## src/rtl/jtkunio_rom_pkg.sv

```systemverilog
// Shared types and helpers for the Kunio ROM bank arbiter.
package jtkunio_rom_pkg;

   // Arbiter FSM states
   typedef enum logic [1:0] {
      IDLE     = 2'd0,
      WAIT_ACK = 2'd1,
      WAIT_RDY = 2'd2
   } state_t;

   // Requester indices; the round-robin order follows these values
   localparam logic [1:0] MAIN = 2'd0;
   localparam logic [1:0] SND  = 2'd1;
   localparam logic [1:0] PCM  = 2'd2;
   localparam int         NREQ = 3;

   // First requester in req, searching cyclically from ptr (ptr itself first)
   function automatic logic [1:0] rr_pick(input logic [2:0] req, input logic [1:0] ptr);
      logic [1:0] pick;
      int         idx;
      pick = ptr;
      // Walk the order backwards so the closest requester to ptr wins
      for (int k = NREQ - 1; k >= 0; k--) begin
         idx = (int'(ptr) + k) % NREQ;
         if (req[idx]) pick = 2'(idx);
      end
      return pick;
   endfunction

   // Requester that gets first look after gnt has been served
   function automatic logic [1:0] rr_next(input logic [1:0] gnt);
      return (gnt == PCM) ? MAIN : gnt + 2'd1;
   endfunction

endpackage

```

## src/rtl/jtkunio_rom_slot.sv

```systemverilog
// One-word read cache for a single 8-bit ROM requester.
// Holds the last fetched 16-bit word and its word address; byte reads that
// fall inside that word are answered combinationally.
module jtkunio_rom_slot #(
   parameter int AW = 16
) (
   input  logic          clk,
   input  logic          rst_n,
   input  logic          i_clr,
   input  logic          i_cs,
   input  logic [AW-1:0] i_addr,
   input  logic          i_fill,
   input  logic [AW-2:0] i_fill_tag,
   input  logic [15:0]   i_fill_word,
   output logic [7:0]    o_data,
   output logic          o_ok,
   output logic          o_miss
);

   logic [AW-2:0] r_tag;
   logic [15:0]   r_word;
   logic          r_valid;
   logic          w_hit;

   // Cache storage: cleared during ROM download, written when the arbiter fills this slot
   always_ff @(posedge clk or negedge rst_n) begin
      // NOTE: word and tag are reset too, so data reads 8'h00 straight out of reset
      // instead of X; the storage is one word, so the reset costs nothing.
      if (!rst_n) begin
         r_tag   <= '0;
         r_word  <= '0;
         r_valid <= 1'b0;
      end else if (i_clr) begin
         // NOTE: non-blocking assignments on every clocked register, so each
         // flop samples values from before the edge regardless of statement order.
         r_valid <= 1'b0;
      end else if (i_fill) begin
         r_tag   <= i_fill_tag;
         r_word  <= i_fill_word;
         r_valid <= 1'b1;
      end
   end

   assign w_hit  = i_cs & r_valid & (i_addr[AW-1:1] == r_tag);
   assign o_ok   = w_hit;
   assign o_miss = i_cs & ~w_hit;
   assign o_data = i_addr[0] ? r_word[15:8] : r_word[7:0];

endmodule

```

## src/rtl/jtkunio_rom_arb.sv

```systemverilog
// Read-only SDRAM bank arbiter for the main CPU, sound CPU and PCM ROMs.
// Each requester has a one-word cache; misses are serialised through a
// single bank port with round-robin grant and one outstanding transaction.
module jtkunio_rom_arb
   import jtkunio_rom_pkg::*;
#(
   parameter int          MAIN_AW    = 16,
   parameter int          SND_AW     = 15,
   parameter int          PCM_AW     = 17,
   parameter logic [21:0] SND_OFFSET = 22'h08000,
   parameter logic [21:0] PCM_OFFSET = 22'h0C000
) (
   input  logic               clk,
   input  logic               rst_n,
   input  logic               downloading,
   input  logic               main_cs,
   input  logic               snd_cs,
   input  logic               pcm_cs,
   input  logic [MAIN_AW-1:0] main_addr,
   input  logic [SND_AW-1:0]  snd_addr,
   input  logic [PCM_AW-1:0]  pcm_addr,
   output logic [7:0]         main_data,
   output logic [7:0]         snd_data,
   output logic [7:0]         pcm_data,
   output logic               main_ok,
   output logic               snd_ok,
   output logic               pcm_ok,
   output logic [21:0]        ba_addr,
   output logic               ba_rd,
   input  logic               ba_ack,
   input  logic               ba_rdy,
   input  logic [15:0]        data_read
);

   // Widest per-requester word address; shared latch for the fill tag
   localparam int MAX_AW = (MAIN_AW > SND_AW) ?
                           ((MAIN_AW > PCM_AW) ? MAIN_AW : PCM_AW) :
                           ((SND_AW  > PCM_AW) ? SND_AW  : PCM_AW);
   localparam int TW = MAX_AW - 1;

   state_t        r_state;
   logic [1:0]    r_gnt;
   logic [1:0]    r_ptr;
   logic [TW-1:0] r_tag;
   logic [21:0]   r_ba_addr;
   logic          r_ba_rd;

   logic [2:0]    w_miss;
   logic [1:0]    w_sel;
   logic [21:0]   w_sel_addr;
   logic [TW-1:0] w_sel_tag;
   logic          w_fill;

   jtkunio_rom_slot #(.AW(MAIN_AW)) u_main (
      .clk         (clk),
      .rst_n       (rst_n),
      .i_clr       (downloading),
      .i_cs        (main_cs),
      .i_addr      (main_addr),
      .i_fill      (w_fill && r_gnt == MAIN),
      .i_fill_tag  (r_tag[MAIN_AW-2:0]),
      .i_fill_word (data_read),
      .o_data      (main_data),
      .o_ok        (main_ok),
      .o_miss      (w_miss[MAIN])
   );

   jtkunio_rom_slot #(.AW(SND_AW)) u_snd (
      .clk         (clk),
      .rst_n       (rst_n),
      .i_clr       (downloading),
      .i_cs        (snd_cs),
      .i_addr      (snd_addr),
      .i_fill      (w_fill && r_gnt == SND),
      .i_fill_tag  (r_tag[SND_AW-2:0]),
      .i_fill_word (data_read),
      .o_data      (snd_data),
      .o_ok        (snd_ok),
      .o_miss      (w_miss[SND])
   );

   jtkunio_rom_slot #(.AW(PCM_AW)) u_pcm (
      .clk         (clk),
      .rst_n       (rst_n),
      .i_clr       (downloading),
      .i_cs        (pcm_cs),
      .i_addr      (pcm_addr),
      .i_fill      (w_fill && r_gnt == PCM),
      .i_fill_tag  (r_tag[PCM_AW-2:0]),
      .i_fill_word (data_read),
      .o_data      (pcm_data),
      .o_ok        (pcm_ok),
      .o_miss      (w_miss[PCM])
   );

   assign w_sel = rr_pick(w_miss, r_ptr);

   // Bank word address and cache tag of the requester the round-robin would pick
   always_comb begin
      // NOTE: defaults first so every path assigns every output; otherwise
      // synthesis infers latches for the unassigned cases.
      w_sel_addr = 22'(main_addr[MAIN_AW-1:1]);
      w_sel_tag  = TW'(main_addr[MAIN_AW-1:1]);
      case (w_sel)
         SND: begin
            w_sel_addr = SND_OFFSET + 22'(snd_addr[SND_AW-1:1]);
            w_sel_tag  = TW'(snd_addr[SND_AW-1:1]);
         end
         PCM: begin
            w_sel_addr = PCM_OFFSET + 22'(pcm_addr[PCM_AW-1:1]);
            w_sel_tag  = TW'(pcm_addr[PCM_AW-1:1]);
         end
         default: ;
      endcase
   end

   // A fill lands on ba_rdy in WAIT_RDY, or together with ba_ack in WAIT_ACK
   assign w_fill = ~downloading &
                   (((r_state == WAIT_ACK) & ba_ack & ba_rdy) |
                    ((r_state == WAIT_RDY) & ba_rdy));

   // Grant FSM: one outstanding bank read, abandoned when a download starts
   always_ff @(posedge clk or negedge rst_n) begin
      if (!rst_n) begin
         r_state   <= IDLE;
         r_gnt     <= MAIN;
         r_ptr     <= MAIN;
         r_tag     <= '0;
         r_ba_addr <= '0;
         r_ba_rd   <= 1'b0;
      end else if (downloading) begin
         r_state <= IDLE;
         r_ba_rd <= 1'b0;
      end else begin
         case (r_state)
            IDLE: begin
               if (|w_miss) begin
                  r_gnt     <= w_sel;
                  r_tag     <= w_sel_tag;
                  r_ba_addr <= w_sel_addr;
                  r_ba_rd   <= 1'b1;
                  r_state   <= WAIT_ACK;
               end
            end
            WAIT_ACK: begin
               if (ba_ack) begin
                  r_ba_rd <= 1'b0;
                  if (ba_rdy) begin
                     r_ptr   <= rr_next(r_gnt);
                     r_state <= IDLE;
                  end else begin
                     r_state <= WAIT_RDY;
                  end
               end
            end
            WAIT_RDY: begin
               if (ba_rdy) begin
                  r_ptr   <= rr_next(r_gnt);
                  r_state <= IDLE;
               end
            end
            default: r_state <= IDLE;
         endcase
      end
   end

   assign ba_addr = r_ba_addr;
   assign ba_rd   = r_ba_rd;

endmodule

```

## config.mk

```make
export PLATFORM = sky130hd
export DESIGN_NAME = jtkunio_rom_arb
export DESIGN_NICKNAME = d
export VERILOG_FILES = /design/src/rtl/jtkunio_rom_pkg.sv /design/src/rtl/jtkunio_rom_slot.sv /design/src/rtl/jtkunio_rom_arb.sv
export SDC_FILE = /design/constraint.sdc
export NUM_CORES = 1
export LEC_CHECK = 0
export CORE_UTILIZATION = 45
export DETAILED_ROUTE_END_ITERATION = 10
export HOLD_SLACK_MARGIN = 0.12
export PLACE_DENSITY = 0.79
export SLEW_MARGIN = 40
export SYNTH_ARGS = -nofsm -noshare
export SYNTH_HDL_FRONTEND = slang
export SYNTH_SLANG_ARGS = --single-unit
export TNS_END_PERCENT = 5
```

## constraint.sdc

```tcl
create_clock -name clk -period 3.9 [get_ports clk]
set_input_delay 0.39 -clock clk [delete_from_list [all_inputs] [get_ports clk]]
set_output_delay 0.39 -clock clk [all_outputs]
set_load 0.01 [all_outputs]
```

==> Word level (Yosys, flattened, before mapping) <==
Index checks and enable logic that the tools add are counted.
{ "word_totals": {"word_cells": 112, "input_bits": 72, "regBits": 141, "out_inout_bits": 50} }
{ "classes": {"n_div": 3, "bitwise_logic": 18, "n_reduce_logical": 18, "order_cmp": 3, "mux": 37, "eq_ne": 13, "n_addsub": 5} }
{ "op_table": {"columns": ["operator", "n"], "rows": [
  ["$lt 32x4->1 const B", 3],
  ["$mod 32x3->32 const B", 2],
  ["$pmux 17 s2", 1],
  ["$mod 3x3->32 const B", 1],
  ["$pmux 16 s2", 1],
  ["$mux 8", 3],
  ["$mux 2", 11],
  ["$add 16x14->17 const A", 1],
  ["$add 16x16->17 const A", 1],
  ["$eq 16x16->1", 1],
  ["$eq 15x15->1", 1],
  ["$mux 1", 15],
  ["$eq 14x14->1", 1],
  ["$and 1x1->1", 13],
  ["$reduce_and 3->1", 4],
  ["$ne 3x3->1 const B", 3],
  ["$reduce_bool 2->1", 4],
  ["$bmux 1 s2", 3],
  ["$eq 2x1->1 const B", 3],
  ["$eq 2x2->1 const B", 3],
  ["$pmux 2 s3", 1],
  ["$reduce_and 2->1", 3],
  ["$logic_not 2->1", 2],
  ["$not 1->1", 4],
  ["10 further kinds", 12]
]} }

==> Logic depth before layout (Yosys ltp) <==
{ "depth": {"depth_word": 12, "mapped_depth": 16, "depth_no_buf": 13} }

==> Cells and area by module <==
From an unflattened synthesis, not the netlist that was laid out.
{ "unflattened": {"cells_unflattened": 508, "area_unflattened_um2": 6122.1} }
{ "by_module_without_submodules": {"columns": ["module", "n_inst", "seq_area_each_um2", "area_each_um2", "cells_per_inst"], "rows": [
  ["jtkunio_rom_arb", 1, 650.6, 1717.9, 205],
  ["jtkunio_rom_slot (u_pcm)", 1, 825.8, 1501.4, 105],
  ["jtkunio_rom_slot (u_main)", 1, 800.8, 1458.9, 100],
  ["jtkunio_rom_slot (u_snd)", 1, 775.7, 1443.9, 98]
]} }

==> Least setup slack after synthesis <==
OpenSTA, ideal clock, no wires.
{ "synth_path": {"kind": "in2reg", "startpoint": "input port main_addr[9]", "endpoint": "register r_ba_addr[14] (netlist: ba_addr[14])", "cell_stages": 12, "slack_ns": 0.562, "arrival_time_ns": 3.214, "path_cell_list": "xor2_1 or4_1 or4_4 and2_1 o221a_1 o221a_4 or2_1 ha_1 clkbuf_1 nand2_1 o21ai_0 mux2_2"} }
{ "synth_between": {"elab_chain_len": 12} }
{ "synth_rtl": {"columns": ["item", "line_no", "text"], "rows": [
  ["start: declaration", "jtkunio_rom_arb.sv:19", "input logic [MAIN_AW-1:0] main_addr,"],
  ["$eq 15x15->1 *", "jtkunio_rom_slot.sv:44", "assign w_hit = i_cs & r_valid & (i_addr[AW-1:1] == r_tag);"],
  ["$and 1x1->1 *", "jtkunio_rom_slot.sv:44", null],
  ["$not 1->1 *", "jtkunio_rom_slot.sv:46", "assign o_miss = i_cs & ~w_hit;"],
  ["$and 1x1->1 *", "jtkunio_rom_slot.sv:46", null],
  ["$bmux 1 s2", "jtkunio_rom_pkg.sv:25", "if (req[idx]) pick = 2'(idx);"],
  ["$mux 1 (not written as such) (2 in series)", "jtkunio_rom_pkg.sv:25", null],
  ["$mux 2 (3 in series)", "jtkunio_rom_pkg.sv:25", null],
  ["$eq 2x2->1 / $eq 2x1->1 (equally long branches)", "jtkunio_rom_arb.sv:104", "case (w_sel)"],
  ["$pmux 17 s2", "jtkunio_rom_arb.sv:104", null],
  ["end signal: assignment", "jtkunio_rom_arb.sv:140", "r_ba_addr <= w_sel_addr;"],
  ["end: declaration", "jtkunio_rom_arb.sv:45", "logic [21:0] r_ba_addr;"]
]} }
Mark *: on every way between the ends. The rest lies on a longest branch, timed or not. The select of a mux whose other input is x is not followed.
A chain may end at the register's enable or synchronous reset.

==> Worst setup path after layout <==
Same ends and word-level chain as after synthesis.

==> impl_metrics.py <==
metrics = {
    "status": {
        "status": "completed",
    },
    "power_and_ir_drop": {
        "total_power_w": 0.00606,
        "ir_drop_mv": 0.382,
        "power_density_mw_per_mm2": 749,
        "p_leak_nw": 3.57,
    },
    "floorplan": {
        "die-height_um": 119,
        "io_pins": 122,
        "dieArea_mm2": 0.0141,
        "core-area_mm2": 0.0133,
        "start_util_pct": 46.3,
        "rows": 42,
        "die_w_um": 119,
    },
    "sta": {
        "layout_min_cycle_time_ps": 3610,
        "worst-slew-pin-transition_ps": 850,
        "post-route-period-util_pct": 92.6,
        "hold_violations": 0,
        "rsz0062_at_grt": "false",
        "max_slew_margin_pct": 43.1,
        "setup_violations": 0,
        "fin_hold_ws_ps": 478,
        "max_freq_mhz": 277,
        "skew_ps": 6.48,
        "drv_slew": 0,
    },
    "critical_path": {
        "start_kind": "primary input",
        "slowest_delay_ps": 550,
        "cp_cell_sequence": "clkdlybuf4s50_1 -> xor2_1 -> or4_1 -> or4_4 -> a21oi_1 -> a211oi_1 -> o221a_4 -> or2_1 -> ha_1 -> buf_4 -> nand2_1 -> o21ai_0 -> mux2_2",
        "worstSetupPathType": "primary input to flip-flop",
        "cp.required_ps": 4190,
        "r2r_end": "ba_addr[14]$_DFFE_PN0P_",
        "endpoint_kind": "flip-flop",
        "ff2ff_setup_slack_ps": 340,
        "reg2regPathDepth": 12,
        "reg2reg_from": "u_main.r_tag[8]$_DFFE_PN0P_",
        "arrival_ps": 3900,
        "crit_path_top_delay_cell": "or4_4",
        "worstPathMaxFanout": 14,
    },
    "yosys": {
        "synthXorXnorAreaFrac_pct": 6.41,
        "synth-edff-count": 0,
        "async_reset_ff_share_pct": 100,
        "netlist_instances": 520,
        "synth_compound_area_share_pct": 7.98,
        "muxShareOfSynthArea_pct": 22.0,
        "synth_top_family_by_area": "multiplexers",
        "syn_area_per_cell_um2": 11.8,
        "synth.distinct_cells": 49,
        "synthSimpleGateAreaFrac_pct": 8.34,
        "synthAdderAreaFrac_pct": 1.02,
        "ys.flop_type": "dfrtp_1",
        "ys_seq_area_share_pct": 49.6,
        "ys_ff_latch": 122,
        "syn_area_mm2": 0.00615,
        "yosys_warnings": 0,
    },
    "global_route": {
        "overflow": 0,
        "grtUsageMet2_pct": 39.1,
        "antenna_found_initial": 0,
        "gr-max-usage-layer": "met2",
        "met3_usage_pct": 5.70,
        "grt_max_degree": 67,
        "grt_pass1_vias": 4778,
        "groute.layer.met1.usage_pct": 30.1,
        "grtUsageTotal_pct": 23.8,
        "grt_pass1_wl_um": 25700,
    },
    "drt": {
        "wl_per_cell_um": 19.2,
        "dr.pass1.iters": 4,
        "drc": 0,
        "vias": 4481,
        "ant_nets": 0,
        "wl_um": 15700,
        "drt_iter0_drc": 281,
        "via_per_inst": 5.46,
    },
    "final_layout": {
        "drive_above_1_share_pct": 27.3,
        "final_area_mm2": 0.00809,
        "seqCellArea_mm2": 0.00305,
        "most-common-layout-cells": "dfrtp_1, mux2_2, clkdlybuf4s50_1",
        "final_common_cell": "dfrtp_1",
        "multi_input_area_mm2": 0.00285,
        "syn_to_final_growth_pct": 31.6,
        "fillCellCount": 1032,
        "n_antenna_cell": 0,
        "nNetsFinal": 711,
    },
    "job": {
        "maxCapViolCount": 0,
    },
    "placement": {
        "dp_hpwl_um": 10900,
        "place_congestion": 0.903,
        "post_dp_cell_area_mm2": 0.00749,
        "portBuffers": 116,
    },
    "worst_hold_path": {
        "min_from": "ba_addr[16]$_DFFE_PN0P_",
        "hold_path.class": "flip-flop to flip-flop",
        "min_to": "ba_addr[16]$_DFFE_PN0P_",
        "whs_path_depth": 2,
    },
    "cts": {
        "cts_resized": 0,
        "clockBufferDepth": 2,
        "cts_tree": "yes",
        "root_buffer": "clkbuf_16",
        "cts_inserted_buffers": 17,
        "clock_sinks": 122,
        "worstSkewPairLatency_ps": 410,
        "path_clk_slew_ps": 50,
        "cts_htree_levels": 4,
    },
}
==> repair_timing <==
| item | CTS | global route |
|---|---|---|
| hold buffers | 1 | 0 |
| setup buffers | 0 | 0 |
| endpoints found under the setup margin | 0 | 0 |
| hold endpoints to repair | 15 | 0 |
==> routing by layer <==
layer	wire length, um	vias up
li1	-	2053
met1	6670	2253
met2	7840	146
met3	830	29
met4	384	0
met5	0	-
==> cell usage after synthesis (2+ instances only) <==
master | number | area share (%)
dfrtp_1 | 122 | 50
mux2_2 | 120 | 22
nand2_1 | 31 | 1.9
xnor2_1 | 30 | 4.3
buf_4 | 20 | 2.4
nor2_1 | 20 | 1.2
a21oi_1 | 19 | 1.5
o21ai_0 | 19 | 1.5
clkbuf_1 | 17 | 1.0
a22oi_1 | 15 | 1.8
xor2_1 | 15 | 2.1
inv_1 | 10 | 0.61
nand4_1 | 10 | 1.0
a21o_1 | 6 | 0.73
buf_2 | 5 | 0.41
ha_1 | 5 | 1.0
nand3_1 | 5 | 0.41
nor4_1 | 5 | 0.51
nor2b_1 | 4 | 0.41
nor3b_1 | 4 | 0.49
o31ai_1 | 3 | 0.37
and3_1 | 2 | 0.20
nand2b_1 | 2 | 0.20
nor4b_1 | 2 | 0.28
o211ai_1 | 2 | 0.24
or2_1 | 2 | 0.20
or3_1 | 2 | 0.20
or4_1 | 2 | 0.24
==> cells by family (layout without fill, tap and decap cells) <==
family                   count (synthesis)  after routing
buffers and inverters                   53            174
other                                    1              5
XOR/XNOR                                45             45
multiplexers                           120            120
adder cells (fa/ha/maj)                  5              5
AND/OR/NAND/NOR                         99             99
AO/OA/AOI/OAI                           75             75
flip-flops                             122            122
==> how the worst max path moves through the flow <==
stage	startpoint	slack (ps)	endpoint	cells after the start
6_report	main_addr[9]	290	ba_addr[14]$_DFFE_PN0P_	13
5_1_grt	main_addr[9]	210	ba_addr[14]$_DFFE_PN0P_	13
3_3_place_gp	main_addr[9]	6	r_tag[14]$_DFFE_PN0P_	13
2_1_floorplan	main_addr[9]	560	ba_addr[14]$_DFFE_PN0P_	12
3_5_place_dp	main_addr[9]	-50	ba_addr[14]$_DFFE_PN0P_	13
4_1_cts	main_addr[9]	330	ba_addr[14]$_DFFE_PN0P_	13
==> state kept, by name (all words and copies together), names as in the netlist, 2 cells and up <==
signal         count
u_main.r_tag      15
u_snd.r_tag       14
r_state            2
u_pcm.r_tag       16
u_pcm.r_word      16
r_gnt              2
ba_addr            3
u_main.r_word     16
r_ptr              2
r_tag             16
u_snd.r_word      16
==> critical path: cells and delay by family <==
kind / cells / cell delay (ps)
AND/OR/NAND/NOR: 4 / 1390
multiplexers: 1 / 260
adder cells (fa/ha/maj): 1 / 340
AO/OA/AOI/OAI: 4 / 680
XOR/XNOR: 1 / 170
buffers and inverters: 2 / 650
==> layout make-up <==
class	instances	area share, %
repair buffers	134	16.7
clock buffers	23	6.15
inverters	10	0.464
well taps	176	2.72
flip-flops and latches	122	37.7
clock inverters	7	1.11
multi-input cells	349	35.2
==> stage by stage <==
step / std cells / util, % / setup slack, ps / TNS [ps]
6_report: 821 / 60.9 / 289 / 0
5_1_grt: 821 / 60.9 / 211 / 0
4_1_cts: 821 / 60.9 / 325 / 0
3_5_place_dp: 790 / 56.4 / -47.2 / -90.9
3_3_place_gp: 790 / 56.4 / 6.00 / 0
2_1_floorplan: 524 / - / 562 / 0
==> power breakdown <==
part | total [W] | switching [W] | internal, W | leakage (nW)
Clock | 0.00156 | 0.000542 | 0.00101 | 0.287
Sequential | 0.00208 | 0.000339 | 0.00174 | 1.60
Combinational | 0.00242 | 0.00113 | 0.00129 | 1.68
Total | 0.00606 | 0.00201 | 0.00405 | 3.57
Power figures use the tool's default switching activity.
